`src/rtl/pipeline_ctrl_pkg.sv`:
```
// Shared types and helpers for the pipeline sequencer: controller states,
// per-stage pause/flush vectors and the stage-group masks used to build them.
package pipeline_ctrl_pkg;

  parameter int PAUSE_STAGES = 7;

  typedef enum logic [1:0] {
    CTRL_RUN,
    CTRL_DRAIN,
    CTRL_IDLE_WAIT
  } ctrl_state_t;

  // Bit 0 is the fetch stage, so the first declared field is the MSB (mem).
  typedef struct packed {
    logic mem;
    logic execute;
    logic dispatch;
    logic decoder;
    logic buffer;
    logic icache;
    logic if_stage;
  } pause_t;

  typedef struct packed {
    logic mem;
    logic execute;
    logic dispatch;
    logic decoder;
    logic buffer;
    logic icache;
    logic if_stage;
  } flush_t;

  localparam logic [PAUSE_STAGES-1:0] STAGES_FRONT = 7'b001_1111;
  localparam logic [PAUSE_STAGES-1:0] STAGES_TO_EX = 7'b011_1111;
  localparam logic [PAUSE_STAGES-1:0] STAGES_ALL   = 7'b111_1111;

  // A stall in stage k holds every older stage too: bits 0..highest request.
  function automatic logic [PAUSE_STAGES-1:0] stall_mask(
    input logic [PAUSE_STAGES-1:0] req
  );
    logic [PAUSE_STAGES-1:0] mask;
    logic                    acc;
    mask = '0;
    acc  = 1'b0;
    for (int k = PAUSE_STAGES - 1; k >= 0; k--) begin
      acc     = acc | req[k];
      mask[k] = acc;
    end
    return mask;
  endfunction

endpackage

```
`src/rtl/pipeline_ctrl_if.sv`:
```
// Stall/flush/redirect bundle between the pipeline stages and the sequencer.
interface pipeline_ctrl_if;
  import pipeline_ctrl_pkg::*;

  logic [PAUSE_STAGES-1:0] stall_req_i;
  logic                    branch_flush_i;
  logic [31:0]             branch_target_i;
  logic                    excp_flush_i;
  logic [31:0]             excp_entry_i;
  logic                    ertn_flush_i;
  logic [31:0]             era_i;
  logic                    idle_i;
  logic [31:0]             idle_pc_i;
  logic                    int_pending_i;
  logic                    mem_req_i;
  logic                    mem_ack_i;
  pause_t                  pause_o;
  flush_t                  flush_o;
  logic                    redirect_valid_o;
  logic [31:0]             redirect_pc_o;

  modport master (
    output stall_req_i, branch_flush_i, branch_target_i, excp_flush_i,
           excp_entry_i, ertn_flush_i, era_i, idle_i, idle_pc_i,
           int_pending_i, mem_req_i, mem_ack_i,
    input  pause_o, flush_o, redirect_valid_o, redirect_pc_o
  );

  modport slave (
    input  stall_req_i, branch_flush_i, branch_target_i, excp_flush_i,
           excp_entry_i, ertn_flush_i, era_i, idle_i, idle_pc_i,
           int_pending_i, mem_req_i, mem_ack_i,
    output pause_o, flush_o, redirect_valid_o, redirect_pc_o
  );

endinterface

```
`src/rtl/pipeline_ctrl_mem_outstanding_cnt.sv`:
```
// Saturating up/down count of dcache requests still awaiting a response.
module mem_outstanding_cnt #(
  parameter int OUTS_W = 4
) (
  input  logic              clk,
  input  logic              rst,
  input  logic              inc,
  input  logic              dec,
  output logic [OUTS_W-1:0] cnt_next,
  output logic              zero,
  output logic              full
);

  logic [OUTS_W-1:0] cnt_q;

  assign zero = (cnt_q == '0);
  assign full = (cnt_q == '1);

  // A spurious ack at zero and a request at full both leave the count alone.
  always_comb begin
    cnt_next = cnt_q;
    unique case ({inc, dec})
      2'b10:   if (!full) cnt_next = cnt_q + 1'b1;
      2'b01:   if (!zero) cnt_next = cnt_q - 1'b1;
      default: cnt_next = cnt_q;
    endcase
  end

  // NOTE: sequential state is written with non-blocking assignments only.
  always_ff @(posedge clk or negedge rst) begin
    if (!rst) cnt_q <= '0;
    else      cnt_q <= cnt_next;
  end

endmodule

```
`src/rtl/pipeline_ctrl.sv`:
```
// Pipeline sequencer: merges stall requests, orders flush/redirect events and
// holds exception/ertn redirects until all outstanding dcache traffic drains.
module pipeline_ctrl
  import pipeline_ctrl_pkg::*;
#(
  parameter int OUTS_W = 4
) (
  input  logic            clk,
  input  logic            rst,
  pipeline_ctrl_if.slave  ctl
);

  ctrl_state_t             state_q, state_d;
  logic [31:0]             target_q, target_d;
  logic [OUTS_W-1:0]       cnt_next;
  logic                    cnt_zero, cnt_full;
  logic [PAUSE_STAGES-1:0] pause_v, flush_v;
  logic                    redir_v;
  logic [31:0]             redir_pc, trap_pc;
  logic                    do_trap;

  mem_outstanding_cnt #(.OUTS_W(OUTS_W)) u_cnt (
    .clk      (clk),
    .rst      (rst),
    .inc      (ctl.mem_req_i),
    .dec      (ctl.mem_ack_i),
    .cnt_next (cnt_next),
    .zero     (cnt_zero),
    .full     (cnt_full)
  );

  // NOTE: every signal driven here gets a default first, so no latch is inferred.
  always_comb begin
    state_d  = state_q;
    target_d = target_q;
    flush_v  = '0;
    redir_v  = 1'b0;
    redir_pc = '0;
    trap_pc  = ctl.excp_flush_i ? ctl.excp_entry_i : ctl.era_i;
    do_trap  = ((state_q == CTRL_RUN) && (ctl.excp_flush_i || ctl.ertn_flush_i)) ||
               ((state_q == CTRL_IDLE_WAIT) && ctl.excp_flush_i);

    pause_v = stall_mask(ctl.stall_req_i);
    if (state_q == CTRL_DRAIN) pause_v = pause_v | STAGES_TO_EX;
    if ((state_q == CTRL_IDLE_WAIT) || cnt_full) pause_v = STAGES_ALL;

    if (do_trap) begin
      // Redirect at once only if no dcache access will still be in flight.
      if (cnt_next == '0) begin
        flush_v  = STAGES_ALL;
        redir_v  = 1'b1;
        redir_pc = trap_pc;
        state_d  = CTRL_RUN;
      end else begin
        flush_v  = STAGES_TO_EX;
        target_d = trap_pc;
        state_d  = CTRL_DRAIN;
      end
    end else begin
      unique case (state_q)
        CTRL_RUN: begin
          if (ctl.idle_i) begin
            flush_v  = STAGES_TO_EX;
            target_d = ctl.idle_pc_i + 32'd4;
            state_d  = CTRL_IDLE_WAIT;
          end else if (ctl.branch_flush_i) begin
            flush_v  = STAGES_FRONT;
            redir_v  = 1'b1;
            redir_pc = ctl.branch_target_i;
          end
        end
        CTRL_DRAIN: begin
          if (cnt_zero) begin
            flush_v  = STAGES_ALL;
            redir_v  = 1'b1;
            redir_pc = target_q;
            state_d  = CTRL_RUN;
          end
        end
        CTRL_IDLE_WAIT: begin
          if (ctl.int_pending_i && cnt_zero) begin
            redir_v  = 1'b1;
            redir_pc = target_q;
            state_d  = CTRL_RUN;
          end
        end
        default: state_d = CTRL_RUN;
      endcase
    end

    // A stage being flushed must not also be held.
    pause_v = pause_v & ~flush_v;
  end

  always_ff @(posedge clk or negedge rst) begin
    if (!rst) begin
      state_q  <= CTRL_RUN;
      target_q <= '0;
    end else begin
      state_q  <= state_d;
      target_q <= target_d;
    end
  end

  // Outputs are forced quiet for as long as reset is held.
  assign ctl.pause_o          = rst ? pause_t'(pause_v) : '0;
  assign ctl.flush_o          = rst ? flush_t'(flush_v) : '0;
  assign ctl.redirect_valid_o = rst & redir_v;
  assign ctl.redirect_pc_o    = rst ? redir_pc : '0;

endmodule

```
`src/flat_wrapper.sv`:
```
// flat-port wrapper written by rule: the top's interface ports become plain ports
module pipeline_ctrl_flat import pipeline_ctrl_pkg::*;
#(
  parameter int OUTS_W = 4
)
  (clk, rst, ctl_stall_req_i, ctl_branch_flush_i, ctl_branch_target_i, ctl_excp_flush_i, ctl_excp_entry_i, ctl_ertn_flush_i, ctl_era_i, ctl_idle_i, ctl_idle_pc_i, ctl_int_pending_i, ctl_mem_req_i, ctl_mem_ack_i, ctl_pause_o, ctl_flush_o, ctl_redirect_valid_o, ctl_redirect_pc_o);
  pipeline_ctrl_if ctl_i ();
  input  logic clk;
  input  logic rst;
  input wire logic [$bits(ctl_i.stall_req_i)-1:0] ctl_stall_req_i;
  input wire logic [$bits(ctl_i.branch_flush_i)-1:0] ctl_branch_flush_i;
  input wire logic [$bits(ctl_i.branch_target_i)-1:0] ctl_branch_target_i;
  input wire logic [$bits(ctl_i.excp_flush_i)-1:0] ctl_excp_flush_i;
  input wire logic [$bits(ctl_i.excp_entry_i)-1:0] ctl_excp_entry_i;
  input wire logic [$bits(ctl_i.ertn_flush_i)-1:0] ctl_ertn_flush_i;
  input wire logic [$bits(ctl_i.era_i)-1:0] ctl_era_i;
  input wire logic [$bits(ctl_i.idle_i)-1:0] ctl_idle_i;
  input wire logic [$bits(ctl_i.idle_pc_i)-1:0] ctl_idle_pc_i;
  input wire logic [$bits(ctl_i.int_pending_i)-1:0] ctl_int_pending_i;
  input wire logic [$bits(ctl_i.mem_req_i)-1:0] ctl_mem_req_i;
  input wire logic [$bits(ctl_i.mem_ack_i)-1:0] ctl_mem_ack_i;
  output wire logic [$bits(ctl_i.pause_o)-1:0] ctl_pause_o;
  output wire logic [$bits(ctl_i.flush_o)-1:0] ctl_flush_o;
  output wire logic [$bits(ctl_i.redirect_valid_o)-1:0] ctl_redirect_valid_o;
  output wire logic [$bits(ctl_i.redirect_pc_o)-1:0] ctl_redirect_pc_o;
  assign ctl_i.stall_req_i = ctl_stall_req_i;
  assign ctl_i.branch_flush_i = ctl_branch_flush_i;
  assign ctl_i.branch_target_i = ctl_branch_target_i;
  assign ctl_i.excp_flush_i = ctl_excp_flush_i;
  assign ctl_i.excp_entry_i = ctl_excp_entry_i;
  assign ctl_i.ertn_flush_i = ctl_ertn_flush_i;
  assign ctl_i.era_i = ctl_era_i;
  assign ctl_i.idle_i = ctl_idle_i;
  assign ctl_i.idle_pc_i = ctl_idle_pc_i;
  assign ctl_i.int_pending_i = ctl_int_pending_i;
  assign ctl_i.mem_req_i = ctl_mem_req_i;
  assign ctl_i.mem_ack_i = ctl_mem_ack_i;
  assign ctl_pause_o = ctl_i.pause_o;
  assign ctl_flush_o = ctl_i.flush_o;
  assign ctl_redirect_valid_o = ctl_i.redirect_valid_o;
  assign ctl_redirect_pc_o = ctl_i.redirect_pc_o;
  pipeline_ctrl #(.OUTS_W(OUTS_W)) u_core (.clk(clk), .rst(rst), .ctl(ctl_i));
endmodule
```
`config.mk`:
```
export PLATFORM = sky130hd
export DESIGN_NAME = pipeline_ctrl_flat
export DESIGN_NICKNAME = d
export VERILOG_FILES = /design/src/rtl/pipeline_ctrl_pkg.sv /design/src/rtl/pipeline_ctrl_if.sv /design/src/rtl/pipeline_ctrl_mem_outstanding_cnt.sv /design/src/rtl/pipeline_ctrl.sv /design/src/flat_wrapper.sv
export SDC_FILE = /design/constraint.sdc
export NUM_CORES = 1
export LEC_CHECK = 0
export BUFFER_PORTS_ARGS = -buffer_cell sky130_fd_sc_hd__buf_2
export CAP_MARGIN = 40
export CORE_MARGIN = 1
export CORE_UTILIZATION = 50
export DETAILED_ROUTE_END_ITERATION = 7
export PLACE_DENSITY = 0.88
export SLEW_MARGIN = 0
export SYNTH_ARGS = -nofsm -noshare
export SYNTH_HDL_FRONTEND = slang
export SYNTH_SLANG_ARGS = --single-unit
```
`constraint.sdc`:
```
create_clock -name clk -period 6.5 [get_ports clk]
set_input_delay 1.625 -clock clk [delete_from_list [all_inputs] [get_ports clk]]
set_output_delay 1.625 -clock clk [all_outputs]
set_load 0.05 [all_outputs]
```
==> After elaboration in Yosys (flattened, before gate mapping) <==
Index checks and enable logic that the tools add are counted.
{ "classes": {"add_sub_neg": 3, "n_eq_ne": 9, "muxes": 39, "n_bitwise": 9, "reduce_logical": 13} }
{ "op_table": {"columns": ["cell", "count"], "rows": [
  ["$mux W32", 12],
  ["$pmux W32 S3", 1],
  ["$mux W7", 7],
  ["$add A32 B3 Y32 const B", 1],
  ["$pmux W7 S2", 1],
  ["$logic_not A4 Y1", 2],
  ["$mux W2", 4],
  ["$mux W4", 2],
  ["$pmux W4 S2", 1],
  ["$and A7 B7 Y7", 1],
  ["$mux W1", 7],
  ["$not A7 Y7", 1],
  ["$mux W6", 1],
  ["$ne A3 B2 Y1 const B", 2],
  ["$or A1 B1 Y1", 6],
  ["$pmux W2 S3", 1],
  ["$reduce_and A3 Y1", 2],
  ["$mux W5", 1],
  ["$add A4 B1 Y4 const B", 1],
  ["$eq A2 B1 Y1 const B", 2],
  ["$eq A2 B2 Y1 const B", 2],
  ["$eq A4 B4 Y1 const B", 1],
  ["$reduce_bool A2 Y1", 2],
  ["$sub A4 B1 Y4 const B", 1],
  ["other kinds (7)", 11]
]} }
{ "word_totals": {"reg_bits": 38, "inputBits": 144, "output_inout_bits": 47, "elab_cells": 76} }

==> Depth between registers and ports, before layout <==
{ "depth": {"word_depth": 10, "depth_mapped": 9, "mapped_depth_nobuf": 8} }

==> By module <==
A second synthesis with hierarchy kept.
{ "unflattened": {"cells_unflattened": 441, "hier_area_um2": 3626.0} }
{ "modules_own_cells": {"columns": ["module", "instances", "cells_per_inst", "area_per_inst_um2", "seq_area_each_um2"], "rows": [
  ["pipeline_ctrl", 1, 399, 3249.4, 850.8],
  ["mem_outstanding_cnt", 1, 42, 376.6, 100.1]
]} }

==> Worst setup path after synthesis <==
No wires, ideal clock.
{ "synth_timing": {"path_type": "input-to-output", "from": "in ctl_mem_ack_i", "to": "out ctl_redirect_pc_o[10]", "arrival_time_ns": 4.320, "t_required_ns": 4.875, "path_slack_ns": 0.555, "stages": 9, "cell_sequence": "inv_1 ha_1 a41o_1 a21o_1 a221o_1 nor4_4 nand3_2 buf_2 o22ai_1"} }
{ "synth_between": {"elab_chain_cells": 6, "word_cells_on_any_way": 7, "classes_between": "2 x eq/ne; 4 x mux; 1 x reduce/logical"} }
{ "synth_rtl": {"columns": ["element", "line", "rtl"], "rows": [
  ["start: declaration", "flat_wrapper.sv:21", "input wire logic [$bits(ctl_i.mem_ack_i)-1:0] ctl_mem_ack_i;"],
  ["$eq A2 B1 Y1 or $eq A2 B2 Y1 (tied branches)", "pipeline_ctrl_mem_outstanding_cnt.sv:22", "unique case ({inc, dec})"],
  ["$pmux W4 S2 *", "pipeline_ctrl_mem_outstanding_cnt.sv:22", null],
  ["net u_core.cnt_next[1]", "pipeline_ctrl.sv:15", "logic [OUTS_W-1:0] cnt_next;"],
  ["$logic_not A4 Y1 *", "pipeline_ctrl.sv:49", "if (cnt_next == '0) begin"],
  ["$mux W32 *", "pipeline_ctrl.sv:49", null],
  ["$mux W32 *", "pipeline_ctrl.sv:47", "if (do_trap) begin"],
  ["$mux W32 *", "pipeline_ctrl.sv:109", "assign ctl.redirect_pc_o = rst ? redir_pc : '0;"],
  ["end: declaration", "flat_wrapper.sv:25", "output wire logic [$bits(ctl_i.redirect_pc_o)-1:0] ctl_redirect_pc_o;"]
]} }
Mark *: on every way through the listed nets, which the timed path passes. The rest lies on a longest branch.

==> Worst setup path in the final report <==
{ "layout_timing": {"from": "in ctl_mem_ack_i", "to": "out ctl_redirect_pc_o[16]"} }
The elaborated chain is that of the path after synthesis.

==> results by group <==
Place
  – Placed cells: 681
  – IO buf count: 190
  – Pre-CTS setup slack: 0.506 ns
  – Routability cong.: 0.869
  – HPWL Detailed: 8920 um

Clocking
  – H-tree depth: 2
  – CTS Root Cell: clkbuf_8
  – Cts hold-fix bufs: 0
  – CTS max path bufs: 2
  – CTS tree: done
  – Post-CTS Resized: 0
  – Post-CTS Setup Bufs: 0
  – Cts bufs inserted: 5
  – Worst skew pair latency: 0.29 ns
  – Clock sink count: 38
  – Clock-pin slew on the worst setup and hold paths: 0.08 ns

Synthesis
  – Synth Area in XOR/XNOR: 6.68%
  – Most used DFF post-synth: dfrtp_1
  – Adder-Cell Fraction of Synth Area: 2.12%
  – Post-synthesis compound-gate area fraction: 27.4%
  – Post-synth ARST share: 100%
  – Mapped Area: 3540 um^2
  – Syn Nets: 571
  – Mux contribution to synthesized area: 10.2%
  – Ys Warns: 0
  – Register area share after synthesis: 26.9%
  – Post-Syn Instances: 421
  – Synthesized area per cell: 8.41 um^2
  – Synth unique cells: 47
  – Synthesized flop and latch total: 38
  – Number of synthesized flops with an enable pin: 0
  – Combinational family with the most area after synthesis: compound AO/OA/AOI/OAI gates
  – Post-Synth Simple-Gate Area: 20.4%

Detailed routing
  – Vias: 4247
  – Antenna-violating nets left: 0
  – Initial DRC Count: 285
  – Drt first pass iters: 5
  – Routed vias/inst: 6.16
  – Final WL: 11900 um
  – DR DRC count: 0
  – WL/cell: 17.3 um

Timing
  – Tmin final: 6.02 ns
  – Endpoints failing setup: 0
  – Worst-margin pin slew: 0.855 ns
  – Final slew viol count: 0
  – RSZ-0062 raised after global routing: false
  – Final WS setup: 0.478 ns
  – Final hold violations: 0
  – Final worst path period share: 92.6%
  – Headroom to the max-slew limit: 43.0%
  – TNS Setup: 0 ns
  – Clk_skew: 0.0101 ns
  – Fmax: 0.166 GHz

Setup path
  – Crit. Startpoint: ctl_mem_ack_i
  – Bufs and invs on worst path: 4
  – Critical path data required time: 4.88 ns
  – Slowest stage delay, CP: 0.37 ns
  – CP max stage cell: ha_1
  – Startpoint types: primary input
  – Crit path kind: in -> out
  – Crit path top cell by count: buf_2
  – Reg-to-reg slack, setup: 3.13 ns
  – Worst path top cell family by delay: compound AO/OA/AOI/OAI gates
  – Worst Path Max Fanout: 17
  – CP endpoint kind: primary output
  – R2r endpoint: u_core.target_q[5]$_DFFE_PN0P_
  – Reg-to-reg startpoint: u_core.u_cnt.cnt_q[0]$_DFF_PN0_
  – WP depth: 11
  – Crit path capture: ctl_redirect_pc_o[16]
  – Worst path cell trace: buf_2 -> inv_1 -> ha_1 -> a41o_1 -> a21o_1 -> a221o_1 -> nor4_4 -> nand3_2 -> buf_4 -> o22ai_1 -> buf_2
  – CP arrival: 4.40 ns
  – R2R cell count: 9

Die
  – Initial Util: 51.8%
  – Die Ht: 86.2 um
  – CORE AREA: 6830 um^2
  – # IOs: 191
  – DIE AREA: 7420 um^2
  – Std cell rows: 30
  – Die X: 86.2 um

GRT
  – First-pass GRT wire length: 18700 um
  – Vias in the first global route: 3969
  – Initial antenna violation count: 0
  – Largest net degree at the start of global routing: 36
  – All-layer global routing usage: 31.6%
  – Overflow after GRT: 0

Power and ir drop
  – Combinational fraction of design power: 67.7%
  – Int Pwr: 0.923 mW
  – Sequential share of power: 22.6%
  – Leakage: 2.28 nW
  – Maximum VDD drop: 0.189 mV
  – Psw: 1.07 mW
  – Switching share of power: 53.8%
  – PD cells: 431 nW/um^2
  – Clock network fraction of total power: 9.6%

Final layout
  – Sequential Area: 951 um^2
  – ANT cells: 0
  – Share of layout cells above drive strength 1: 36.4%
  – Most frequent cells in the layout: buf_2 (190), dfrtp_1 (38), mux2i_1 (35)
  – Finished Core Util: 67.8%
  – Area grow syn2layout: 30.8%
  – Net count, final: 742
  – Most common cell after layout, fill and taps aside: buf_2
  – Filler cells: 603
  – Fin cells: 689
  – Area of the multi-input gates: 2370 um^2

Job
  – Number of max-cap violations: 0

Worst hold path
  – Worst hold path class: reg -> reg
  – Hold Path Stages: 1

Run status
  – Status: complete, no violations
==> worst min path at each step <==
| stage | from | endpoint |
|---|---|---|
| final | u_core.target_q[19]$_DFFE_PN0P_ | u_core.target_q[19]$_DFFE_PN0P_ |
| after detailed placement | u_core.target_q[19]$_DFFE_PN0P_ | u_core.target_q[19]$_DFFE_PN0P_ |
| after floorplan | u_core.target_q[17]$_DFFE_PN0P_ | u_core.target_q[17]$_DFFE_PN0P_ |
| after CTS | u_core.target_q[19]$_DFFE_PN0P_ | u_core.target_q[19]$_DFFE_PN0P_ |
| after global placement | u_core.target_q[23]$_DFFE_PN0P_ | u_core.target_q[23]$_DFFE_PN0P_ |
| after global routing | u_core.target_q[19]$_DFFE_PN0P_ | u_core.target_q[19]$_DFFE_PN0P_ |
==> power by group through the flow <==
stage               clock network [mW]  logic (mW)  registers (mW)
floorplan                            0        1.09           0.408
global placement                     0        1.30           0.445
detailed placement                   0        1.35           0.450
CTS                              0.194        1.35           0.447
global route                     0.204        1.44           0.462
finish                           0.193        1.35           0.452
==> routing by layer <==
layer / routed length, um / vias to the layer above / GRT usage [%]
li1: - / 1982 / -
met1: 4790 / 2029 / 39.5
met2: 6170 / 217 / 57.4
met3: 796 / 19 / 3.56
met4: 167 / 0 / 8.48
met5: 0 / - / 0
==> synth_stat cells, types with 2 or more instances <==
| cell | n | area share, % |
|---|---|---|
| a41o_1 | 2 | 0.57 |
| nor3_1 | 30 | 4.2 |
| nand3_1 | 17 | 2.4 |
| buf_6 | 3 | 0.95 |
| a22oi_1 | 32 | 6.8 |
| xnor2_1 | 18 | 4.5 |
| clkbuf_1 | 20 | 2.1 |
| nand3b_1 | 3 | 0.64 |
| a21oi_1 | 8 | 1.1 |
| nor4_1 | 4 | 0.71 |
| xor2_1 | 9 | 2.2 |
| or4_1 | 4 | 0.85 |
| or3_1 | 2 | 0.35 |
| a221o_1 | 22 | 6.2 |
| o32ai_1 | 6 | 1.5 |
| nor2_1 | 32 | 3.4 |
| nand4_1 | 5 | 0.88 |
| ha_1 | 6 | 2.1 |
| o21ai_0 | 4 | 0.57 |
| nor2b_1 | 4 | 0.71 |
| dfrtp_1 | 38 | 27 |
| buf_4 | 4 | 0.85 |
| mux2i_1 | 35 | 9.9 |
| nand2b_1 | 7 | 1.2 |
| a21o_1 | 7 | 1.5 |
| inv_1 | 10 | 1.1 |
| and3_1 | 5 | 0.88 |
| buf_2 | 9 | 1.3 |
| o221ai_1 | 2 | 0.49 |
| o22ai_1 | 34 | 6.0 |
| a211o_1 | 5 | 1.2 |
| nand2_1 | 19 | 2.0 |
==> layout make-up <==
| type | instances | area share, % |
|---|---|---|
| Clock buffer | 8 | 2.38 |
| Inverter | 10 | 0.810 |
| Multi-Input combinational cell | 336 | 51.2 |
| Sequential cell | 38 | 20.5 |
| Tap cell | 96 | 2.59 |
| Timing Repair Buffer | 201 | 22.5 |
==> sequential cells by signal, summed over array words and instances (netlist names) <==
signal,count
u_core.state_q,2
u_core.target_q,32
u_core.u_cnt.cnt_q,4
==> per-stage QoR <==
stage	power [mW]	hold WS, ns	cell area, um^2
after floorplan	1.50	0.450	3540
after global placement	1.74	0.463	4510
after detailed placement	1.80	0.467	4520
after CTS	1.99	0.484	4630
after global routing	2.11	0.506	4630
final	2.00	0.484	4630
==> kinds of logic after synthesis <==
| logic type | after synthesis |
|---|---|
| DFF | 38 |
| and+or+nand+nor | 139 |
| buffers and inverters | 47 |
| AOI/OAI and AO/OA | 128 |
| muxes | 36 |
| xor gates and xnor gates | 27 |
| adders and majority gates | 6 |
Note: power is estimated with default switching activity, not from simulation.
